==> src/rtl/spi_flash_loader_if.sv <==
// Request bus toward the SPI controller plus the destination word-write port.
// m_req_valid is a one-cycle request with no ready: the controller always accepts, and read data
// on m_rdata is valid combinationally in the same cycle the read request is presented.
interface spi_flash_loader_if #(
  parameter int DST_AW = 16
);
  logic              m_req_valid;
  logic              m_req_write;
  logic [31:0]       m_req_addr;
  logic [31:0]       m_req_wdata;
  logic [3:0]        m_req_wstrb;
  logic [31:0]       m_rdata;
  logic              mem_we;
  logic [DST_AW-1:0] mem_addr;
  logic [31:0]       mem_wdata;
  logic [3:0]        mem_wstrb;

  modport master (
    output m_req_valid, m_req_write, m_req_addr, m_req_wdata, m_req_wstrb,
    input  m_rdata,
    output mem_we, mem_addr, mem_wdata, mem_wstrb
  );

  modport slave (
    input  m_req_valid, m_req_write, m_req_addr, m_req_wdata, m_req_wstrb,
    output m_rdata,
    input  mem_we, mem_addr, mem_wdata, mem_wstrb
  );
endinterface

==> src/rtl/spi_flash_loader.sv <==
// Boot loader: issues a flash READ through the SPI controller register port and packs the
// returned bytes little-endian into 32-bit words written to the destination buffer.
module spi_flash_loader #(
  parameter logic [31:0] SPI_BASE = 32'h0000_0000,
  parameter logic [2:0]  CLK_DIV  = 3'd1,
  parameter logic [7:0]  READ_CMD = 8'h03,
  parameter int          DST_AW   = 16,
  parameter int          LEN_W    = 16,
  parameter int          POLL_MAX = 1024
) (
  input  logic              clk,
  input  logic              rst,
  input  logic              start,
  input  logic [23:0]       flash_addr,
  input  logic [DST_AW-1:0] dst_addr,
  input  logic [LEN_W-1:0]  byte_len,
  output logic              busy,
  output logic              done,
  output logic              err,
  output logic [2:0]        dbg_state,
  spi_flash_loader_if.master bus
);

  typedef enum logic [2:0] {IDLE, CS_ON, TX, POLL, RX, CS_OFF, FIN} state_t;

  localparam logic [3:0] OFF_CTRL   = 4'h0;
  localparam logic [3:0] OFF_STATUS = 4'h4;
  localparam logic [3:0] OFF_TX     = 4'h8;
  localparam logic [3:0] OFF_RX     = 4'hC;
  localparam int         PW         = $clog2(POLL_MAX + 1);

  state_t            state, state_d;
  logic [23:0]       fa_q;
  logic [DST_AW-1:0] waddr_q;
  logic [LEN_W-1:0]  len_q, cnt_q;
  logic [2:0]        hdr_q, hdr_d;
  logic [PW-1:0]     poll_q;
  logic [31:0]       pack_q, pack_d;
  logic [3:0]        strb_q, strb_d;
  logic              accept, timeout, rx_ok, hdr_phase, last_byte, flush;
  logic              req_valid_d, req_write_d;
  logic [3:0]        req_off_d;
  logic [31:0]       req_wdata_d;
  logic [7:0]        tx_byte;
  logic              unused_rdata;

  assign unused_rdata     = ^bus.m_rdata[31:8];
  assign dbg_state        = state;
  assign bus.m_req_wstrb  = 4'hF;
  assign hdr_phase        = hdr_q < 3'd4;
  assign rx_ok            = bus.m_rdata[1] && !bus.m_rdata[0];
  assign last_byte        = (cnt_q + LEN_W'(1)) == len_q;

  always_comb begin
    state_d = state;
    accept  = 1'b0;
    timeout = 1'b0;
    flush   = 1'b0;
    hdr_d   = hdr_q;
    pack_d  = pack_q;
    strb_d  = strb_q;
    case (state)
      IDLE: if (start) begin
        accept  = 1'b1;
        hdr_d   = 3'd0;
        pack_d  = '0;
        strb_d  = '0;
        state_d = (byte_len == '0) ? FIN : CS_ON;
      end
      CS_ON:  state_d = TX;
      TX:     state_d = POLL;
      POLL: begin
        if (rx_ok) state_d = RX;
        else if (poll_q == PW'(POLL_MAX - 1)) begin
          timeout = 1'b1;
          state_d = CS_OFF;
        end
      end
      RX: begin
        if (hdr_phase) begin
          hdr_d   = hdr_q + 3'd1;
          state_d = TX;
        end else begin
          pack_d[{cnt_q[1:0], 3'b000} +: 8] = bus.m_rdata[7:0];
          strb_d[cnt_q[1:0]] = 1'b1;
          flush   = (cnt_q[1:0] == 2'd3) || last_byte;
          state_d = last_byte ? CS_OFF : TX;
        end
      end
      CS_OFF: state_d = FIN;
      FIN:    state_d = IDLE;
      default: state_d = IDLE;
    endcase

    case (hdr_d)
      3'd0:    tx_byte = READ_CMD;
      3'd1:    tx_byte = fa_q[23:16];
      3'd2:    tx_byte = fa_q[15:8];
      3'd3:    tx_byte = fa_q[7:0];
      default: tx_byte = 8'h00;
    endcase

    // The bus request belongs to the state being entered, so it is registered alongside it.
    req_valid_d = 1'b0;
    req_write_d = 1'b0;
    req_off_d   = OFF_CTRL;
    req_wdata_d = 32'h0;
    case (state_d)
      CS_ON: begin
        req_valid_d = 1'b1;
        req_write_d = 1'b1;
        req_wdata_d = 32'h100 | {28'h0, CLK_DIV, 1'b1};
      end
      TX: begin
        req_valid_d = 1'b1;
        req_write_d = 1'b1;
        req_off_d   = OFF_TX;
        req_wdata_d = {24'h0, tx_byte};
      end
      POLL: begin
        req_valid_d = 1'b1;
        req_off_d   = OFF_STATUS;
      end
      RX: begin
        req_valid_d = 1'b1;
        req_off_d   = OFF_RX;
      end
      CS_OFF: begin
        req_valid_d = 1'b1;
        req_write_d = 1'b1;
        req_wdata_d = {28'h0, CLK_DIV, 1'b1};
      end
      default: ;
    endcase
  end

  always_ff @(posedge clk or posedge rst) begin
    if (rst) begin
      state           <= IDLE;
      fa_q            <= '0;
      waddr_q         <= '0;
      len_q           <= '0;
      cnt_q           <= '0;
      hdr_q           <= '0;
      poll_q          <= '0;
      pack_q          <= '0;
      strb_q          <= '0;
      busy            <= 1'b0;
      done            <= 1'b0;
      err             <= 1'b0;
      bus.m_req_valid <= 1'b0;
      bus.m_req_write <= 1'b0;
      bus.m_req_addr  <= SPI_BASE;
      bus.m_req_wdata <= '0;
      bus.mem_we      <= 1'b0;
      bus.mem_addr    <= '0;
      bus.mem_wdata   <= '0;
      bus.mem_wstrb   <= '0;
    end else begin
      state           <= state_d;
      hdr_q           <= hdr_d;
      done            <= (state == FIN);
      bus.m_req_valid <= req_valid_d;
      bus.m_req_write <= req_write_d;
      bus.m_req_addr  <= SPI_BASE + {28'h0, req_off_d};
      bus.m_req_wdata <= req_wdata_d;
      bus.mem_we      <= flush;

      if (accept)             busy <= 1'b1;
      else if (state == FIN)  busy <= 1'b0;
      if (accept)             err <= 1'b0;
      else if (timeout)       err <= 1'b1;

      if (state == TX)                 poll_q <= '0;
      else if (state == POLL && !rx_ok) poll_q <= poll_q + PW'(1);

      if (state == RX && !hdr_phase) cnt_q <= cnt_q + LEN_W'(1);

      if (flush) begin
        bus.mem_addr  <= waddr_q;
        bus.mem_wdata <= pack_d;
        bus.mem_wstrb <= strb_d;
        waddr_q       <= waddr_q + DST_AW'(1);
        pack_q        <= '0;
        strb_q        <= '0;
      end else begin
        pack_q        <= pack_d;
        strb_q        <= strb_d;
      end

      if (accept) begin
        fa_q    <= flash_addr;
        waddr_q <= dst_addr;
        len_q   <= byte_len;
        cnt_q   <= '0;
      end
    end
  end

endmodule

==> src/flat_wrapper.sv <==
// flat-port wrapper written by rule: the top's interface ports become plain ports
module spi_flash_loader_flat 
#(
  parameter logic [31:0] SPI_BASE = 32'h0000_0000,
  parameter logic [2:0]  CLK_DIV  = 3'd1,
  parameter logic [7:0]  READ_CMD = 8'h03,
  parameter int          DST_AW   = 16,
  parameter int          LEN_W    = 16,
  parameter int          POLL_MAX = 1024
)
  (clk, rst, start, flash_addr, dst_addr, byte_len, busy, done, err, dbg_state, bus_m_req_valid, bus_m_req_write, bus_m_req_addr, bus_m_req_wdata, bus_m_req_wstrb, bus_m_rdata, bus_mem_we, bus_mem_addr, bus_mem_wdata, bus_mem_wstrb);
  spi_flash_loader_if #(.DST_AW(DST_AW)) bus_i ();
  input  logic clk;
  input  logic rst;
  input  logic start;
  input  logic [23:0] flash_addr;
  input  logic [DST_AW-1:0] dst_addr;
  input  logic [LEN_W-1:0] byte_len;
  output logic busy;
  output logic done;
  output logic err;
  output logic [2:0] dbg_state;
  output wire logic [$bits(bus_i.m_req_valid)-1:0] bus_m_req_valid;
  output wire logic [$bits(bus_i.m_req_write)-1:0] bus_m_req_write;
  output wire logic [$bits(bus_i.m_req_addr)-1:0] bus_m_req_addr;
  output wire logic [$bits(bus_i.m_req_wdata)-1:0] bus_m_req_wdata;
  output wire logic [$bits(bus_i.m_req_wstrb)-1:0] bus_m_req_wstrb;
  input wire logic [$bits(bus_i.m_rdata)-1:0] bus_m_rdata;
  output wire logic [$bits(bus_i.mem_we)-1:0] bus_mem_we;
  output wire logic [$bits(bus_i.mem_addr)-1:0] bus_mem_addr;
  output wire logic [$bits(bus_i.mem_wdata)-1:0] bus_mem_wdata;
  output wire logic [$bits(bus_i.mem_wstrb)-1:0] bus_mem_wstrb;
  assign bus_m_req_valid = bus_i.m_req_valid;
  assign bus_m_req_write = bus_i.m_req_write;
  assign bus_m_req_addr = bus_i.m_req_addr;
  assign bus_m_req_wdata = bus_i.m_req_wdata;
  assign bus_m_req_wstrb = bus_i.m_req_wstrb;
  assign bus_i.m_rdata = bus_m_rdata;
  assign bus_mem_we = bus_i.mem_we;
  assign bus_mem_addr = bus_i.mem_addr;
  assign bus_mem_wdata = bus_i.mem_wdata;
  assign bus_mem_wstrb = bus_i.mem_wstrb;
  spi_flash_loader #(.SPI_BASE(SPI_BASE), .CLK_DIV(CLK_DIV), .READ_CMD(READ_CMD), .DST_AW(DST_AW), .LEN_W(LEN_W), .POLL_MAX(POLL_MAX)) u_core (.clk(clk), .rst(rst), .start(start), .flash_addr(flash_addr), .dst_addr(dst_addr), .byte_len(byte_len), .busy(busy), .done(done), .err(err), .dbg_state(dbg_state), .bus(bus_i));
endmodule
==> config.mk <==
export PLATFORM = sky130hd
export DESIGN_NAME = spi_flash_loader_flat
export DESIGN_NICKNAME = d
export VERILOG_FILES = /design/src/rtl/spi_flash_loader_if.sv /design/src/rtl/spi_flash_loader.sv /design/src/flat_wrapper.sv
export SDC_FILE = /design/constraint.sdc
export NUM_CORES = 1
export LEC_CHECK = 0
export BUFFER_PORTS_ARGS = -buffer_cell sky130_fd_sc_hd__buf_2
export CELL_PAD_IN_SITES_DETAIL_PLACEMENT = 2
export CELL_PAD_IN_SITES_GLOBAL_PLACEMENT = 2
export CORE_ASPECT_RATIO = 0.5
export CORE_MARGIN = 8
export CORE_UTILIZATION = 30
export DETAILED_ROUTE_END_ITERATION = 8
export MAX_ROUTING_LAYER = met4
export PLACE_DENSITY = 0.87
export SLEW_MARGIN = 15
export SYNTH_ARGS = -nofsm -noshare
export SYNTH_HDL_FRONTEND = slang
export SYNTH_SLANG_ARGS = --single-unit
==> constraint.sdc <==
create_clock -name clk -period 6.35 [get_ports clk]
set_clock_uncertainty 0.2 [all_clocks]
set_input_delay 1.27 -clock clk [delete_from_list [all_inputs] [get_ports clk]]
set_output_delay 1.27 -clock clk [all_outputs]
set_load 0.01 [all_outputs]
### Yosys cells after proc, flatten, opt, wreduce, memory -nomap -nowiden

Cells that the tools add are included.

* register bits: 196
* input port bits: 91
* output and inout bits: 129
* logic and storage cells: 109

* add/sub/neg operators: 5
* $lt $le $gt $ge: 3
* equality and inequality tests: 17
* shift operators: 2
* mux-type cells: 43
* bitwise gates (word level): 1
* reductions and logical operators: 18

Operators with widths (number)
* $mux 32: 3
* $mux 16: 4
* $pmux 32 s2: 1
* $add 16x1->16 const B: 2
* $bwmux 32: 1
* $pmux 8 s4: 1
* $shift 8x7->32 const A: 1
* $shiftx 8x7->32: 1
* $pmux 9 s3: 1
* $mux 3: 8
* $mux 11: 2
* $eq 3x2->1 const B: 6
* $pmux 3 s6: 1
* $eq 16x16->1: 1
* $logic_not 16->1: 1
* $eq 3x3->1 const B: 5
* $mux 1: 14
* $mux 4: 3
* $pmux 4 s3: 1
* $add 11x1->11 const B: 1
* $eq 11x10->1 const B: 1
* $reduce_bool 2->1: 5
* $eq 3x1->1 const B: 3
* $pmux 4 s2: 1
* other kinds (15): 21

### Depth between registers and ports, before layout

* word-level depth: 8
* mapped depth: 13

### Worst setup path after synthesis

No wires, ideal clock.

* path type: input-to-reg
* start point: input start
* end point: register u_core.bus.m_req_valid
* arrival: 3.064 ns
* data required time: 6.023 ns
* path slack: 2.959 ns
* cell stages on the path: 10
* path buffers: 1
* path through: nor2b_1 > buf_1 > and2_1 > and2_1 > nor3_1 > o2bb2ai_1 > a311oi_1 > or2_2 > o211ai_1 > or2_2

* cells in the longest elaborated chain, start to end: 5
* elaborated cells between the ends (all ways): 9
* those cells by class: 5 x eq/ne; 3 x mux; 1 x reduce/logical

RTL lines
* start: declaration: RTL line flat_wrapper.sv:15 `input logic start;`
* $mux 3 *: RTL line spi_flash_loader.sv:63 `IDLE: if (start) begin`
* $pmux 3 s6 *: RTL line spi_flash_loader.sv:62 `case (state)`
* $eq 3x2->1, or another cell as far along: RTL line spi_flash_loader.sv:108 `case (state_d)`
* $reduce_or 5->1 (no line) *
* $mux 1 *: RTL line spi_flash_loader.sv:108
* net u_core.req_valid_d: RTL line spi_flash_loader.sv:41 `logic req_valid_d, req_write_d;`
* end signal: assignment: RTL line spi_flash_loader.sv:163 `bus.m_req_valid <= req_valid_d;`
* end: declaration: RTL line spi_flash_loader_if.sv:19 `output m_req_valid, m_req_write, m_req_addr, m_req_wdata, m_req_wstrb,`

The timed path passes the listed nets; every way through them passes the cells marked *.
A chain may end at the register's enable or synchronous reset.

### Worst setup path in the final report

* start point: register u_core.cnt_q[0]
* end point: register u_core.bus.mem_wdata[3]

* cells in the longest elaborated chain, start to end: 5
* elaborated cells between the ends (all ways): 12
* those cells by class: 2 x add/sub; 2 x eq/ne; 2 x shift; 5 x mux; 1 x reduce/logical

RTL lines
* start: declaration: RTL line spi_flash_loader.sv:35 `logic [LEN_W-1:0] len_q, cnt_q;`
* start signal: assignment: RTL line spi_flash_loader.sv:177 `if (state == RX && !hdr_phase) cnt_q <= cnt_q + LEN_W'(1);`
* $add 16x1->16 / $neg 5->7 (equally long branches): RTL line spi_flash_loader.sv:52, spi_flash_loader.sv:84
* $eq 16x16->1, or another cell as far along: RTL line spi_flash_loader.sv:52 `assign last_byte = (cnt_q + LEN_W'(1)) == len_q;`
* $logic_or 1x1->1 / $bwmux 32 (equally long branches): RTL line spi_flash_loader.sv:86, spi_flash_loader.sv:84
* $mux 1 / $mux 32 (equally long branches): RTL line spi_flash_loader.sv:80 `if (hdr_phase) begin`
* $mux 1 / $pmux 32 s2 (equally long branches): RTL line spi_flash_loader.sv:62
* end signal: assignment: RTL line spi_flash_loader.sv:181 `bus.mem_wdata <= pack_d;`
* end: declaration: RTL line spi_flash_loader_if.sv:21 `output mem_we, mem_addr, mem_wdata, mem_wstrb`

Several ways; a longest one is shown, not always the timed one.

==> impl_metrics.json <==
{
  "synth_top_area_share_pct": 52.83,
  "cp-start-kind": "flop",
  "synth_edf_count": 0,
  "netlist_instances": 950,
  "slew_viol_final": 0,
  "cp_data_arrival_time_ns": 5.40,
  "synth.largest_area_cell": "dfrtp_1",
  "finalSetupViolCount": 0,
  "critPathCaptureType": "flop",
  "dr.pass1.iters": 4,
  "rsz0062_at_grt": "no",
  "initial_core_util_pct": 30.40,
  "synth_top_family_by_area": "simple AND/OR/NAND/NOR gates",
  "vias": 7347,
  "yosys.area_share.simple_pct": 17.86,
  "clock.fmax_mhz": 190.5,
  "yosys-mux-area-fraction_pct": 3.172,
  "cts.clk_slew.worst_paths_ns": 0.07,
  "ant_nets": 0,
  "power_switching_mw": 1.401,
  "pwr-share-comb_pct": 26.4,
  "num_io_pins": 220,
  "hp-class": "reg -> reg",
  "antenna_found_initial": 5,
  "cts_tree": "done",
  "drt_iter0_drc": 498,
  "p_per_area_mw_per_mm2": 371.8,
  "dp_cells": 1435,
  "worst-path-buf-inv": 1,
  "synth-seq-area-share_pct": 52.83,
  "cp_top_family": "simple AND/OR/NAND/NOR gates",
  "netSwitchingFraction_pct": 35.50,
  "cap_violations": 0,
  "internal-power_mw": 2.546,
  "wl_per_cell_um": 20.32,
  "grt_pass1_vias": 8635,
  "post-route-min-period_ns": 5.248,
  "core_area_mm2": 0.03024,
  "ys_warn_count": 0,
  "ys_types": 61,
  "fin_crit_sh_pct": 82.65,
  "synth-compound-area-share_pct": 12.63,
  "reg2reg_slack_ns": 1.10,
  "ctsResizeCount": 0,
  "min_to": "u_core.fa_q[1]",
  "hold_buffers": 0,
  "cts-root-buf": "clkbuf_16",
  "fin_tns_setup_ns": 0,
  "ir_drop_mv": 0.1356,
  "cts_sinks": 194,
  "wirelength_mm": 29.91,
  "layout-drive-gt1-share_pct": 19.10,
  "clkPwrFrac_pct": 30.0,
  "ys.flop_type": "dfrtp_1",
  "die_h_um": 139.8,
  "grt_pass1_wl_mm": 48.27,
  "crit_chain": "ha_1, nand2_1, nor3_1, nand3_1, xnor2_1, or4_4, nor3_4, or2_4, buf_12, nor2_1, a21oi_1",
  "critPathKind": "reg -> reg",
  "synth_most_common_cell": "dfrtp_1",
  "slew_headroom_pct": 20.22,
  "status": "completed",
  "p_leak_nw": 5.007,
  "syn_area_per_cell_um2": 9.674,
  "worst_r2r_path_depth": 11,
  "slowest_stage": "nor3_1",
  "hold_viol_final": 0,
  "area_growth_pct": 15.53,
  "hp-start": "u_core.fa_q[1]",
  "seqPwrFrac_pct": 43.6,
  "numCtsBuffers": 17,
  "clock_latency_ns": 0.45,
  "viasPerCell": 4.991,
  "timing.rr.end": "u_core.bus.mem_wdata[3]",
  "netlist_top_cells_count": "dfrtp_1, nand2_1, nor2_1",
  "synth_fa_ha_area_share_pct": 1.498,
  "dieArea_mm2": 0.03683,
  "grt.overflow.total": 0,
  "synthArstFlopShare_pct": 100.0,
  "post-dp-hpwl_mm": 20.06,
  "cp_slowest_stage_delay_ns": 0.71,
  "drc_errors": 0,
  "min_path_cells": 2,
  "synth_seq_cells": 194,
  "dieWidth_um": 263.5,
  "nNetsFinal": 1157,
  "rr_startpoint": "u_core.cnt_q[0]",
  "tightest_slew_ns": 1.197,
  "globalplace.congestion": 0.8123,
  "cts_max_level": 4,
  "num_rows": 45,
  "synthTopCellsByArea": "dfrtp_1, nand2_1, buf_4",
  "cp.required_ns": 6.50,
  "post_cts_buffers": 0,
  "grtUsageTotal_pct": 16.72,
  "syn_area_mm2": 0.009190,
  "cts_buffer_depth": 2,
  "port_buffers": 138,
  "instances_no_fill": 1472,
  "synth-xor-area-share_pct": 3.907,
  "grt_max_degree": 195,
  "crit_fanout": 107
}
## registers in the layout (all words and copies together), names as in the netlist
register / flops
u_core.bus.m_req_wdata: 9
u_core.bus.m_req_valid: 1
u_core.done: 1
u_core.bus.m_req_write: 1
u_core.dbg_state: 3
u_core.err: 1
u_core.bus.mem_addr: 16
u_core.len_q: 16
u_core.cnt_q: 16
u_core.strb_q: 4
u_core.waddr_q: 16
u_core.pack_q: 32
u_core.busy: 1
u_core.fa_q: 24
u_core.bus.m_req_addr: 2
u_core.bus.mem_wstrb: 4
u_core.bus.mem_wdata: 32
u_core.hdr_q: 3
u_core.poll_q: 11
u_core.bus.mem_we: 1
## worst max path at each step
| stage | start | to | slack [ns] | cells past startpoint |
|---|---|---|---|---|
| final | u_core.cnt_q[0] | u_core.bus.mem_wdata[3] | 1.10 | 11 |
| after global routing | u_core.cnt_q[0] | u_core.bus.mem_wdata[15] | 0.76 | 11 |
| after CTS | u_core.cnt_q[0] | u_core.bus.mem_wdata[3] | 1.14 | 11 |
| after detailed placement | u_core.cnt_q[0] | u_core.bus.mem_wdata[3] | 1.41 | 11 |
| after global placement | u_core.cnt_q[0] | u_core.bus.mem_wdata[4] | 1.69 | 11 |
| after floorplan | rst | u_core.bus.m_req_addr[2] | 2.38 | 1 |
## cell type report
type / instances / area (um2)
antenna: 5 / 12.51
clock buffer: 22 / 484.2
clock inverter: 10 / 153.9
fill: 3368 / 19620
inverter: 10 / 41.29
multi-input combinational: 689 / 3819
sequential: 194 / 4855
tap: 399 / 499.2
timing repair buffer: 143 / 753.2
## cell families (layout without fill, tap and decap cells)
logic type / after synthesis / in the layout
AOI/OAI and AO/OA: 191 / 191
adders and majority gates: 11 / 11
buffers and inverters: 122 / 185
other: 2 / 62
xor gates and xnor gates: 41 / 41
and+or+nand+nor: 362 / 362
muxes: 27 / 27
DFF: 194 / 194
## per-stage QoR
step                      hold slack (ns)  utilization [%]  total power, mW  setup slack (ns)  instance area, um2
after floorplan                    0.2450                -            2.377             2.376                9400
final                              0.2768            35.12            3.947             1.102               10620
after global placement             0.2611            32.94            2.655             1.690                9960
after detailed placement           0.2670            32.94            2.747             1.409                9960
after CTS                          0.2845            35.05            3.983             1.140               10600
after global routing               0.3071            35.12            4.173            0.7648               10620
## worst register-to-register path, cell delays in order (launching register included)
cell     delay [ns]
dfrtp_1        0.69
ha_1           0.52
nand2_1        0.23
nor3_1         0.71
nand3_1        0.25
xnor2_1        0.23
or4_4          0.54
nor3_4         0.61
or2_4          0.48
buf_12         0.44
nor2_1         0.09
a21oi_1        0.18
## power by group through the flow
stage	clock, mW	combinational [mW]	sequential (mW)
floorplan	0	0.720	1.66
global placement	0	0.946	1.71
detailed placement	0	1.02	1.73
CTS	1.21	1.06	1.72
global route	1.25	1.17	1.75
finish	1.18	1.04	1.72
## cells in the final DEF, fill, tap and decap left out, drive strengths merged, types with 21 or more instances in the layout
master	synthesis	routed
dfrtp	194	194
nand2	157	157
buf	91	143
nor2	109	109
o21ai	61	61
conb	2	57
a21oi	54	54
a22oi	38	38
xor2	23	23
clkbuf	21	22
and3	21	21
## routing by layer
| metal | part of all wire, % | track usage (%) |
|---|---|---|
| met4 | 2.4 | 5.710 |
| met5 | 0 | - |
| met3 | 3.7 | 3.781 |
| met1 | 40 | 18.23 |
| met2 | 54 | 30.02 |
Note: power is estimated with default switching activity, not from simulation.
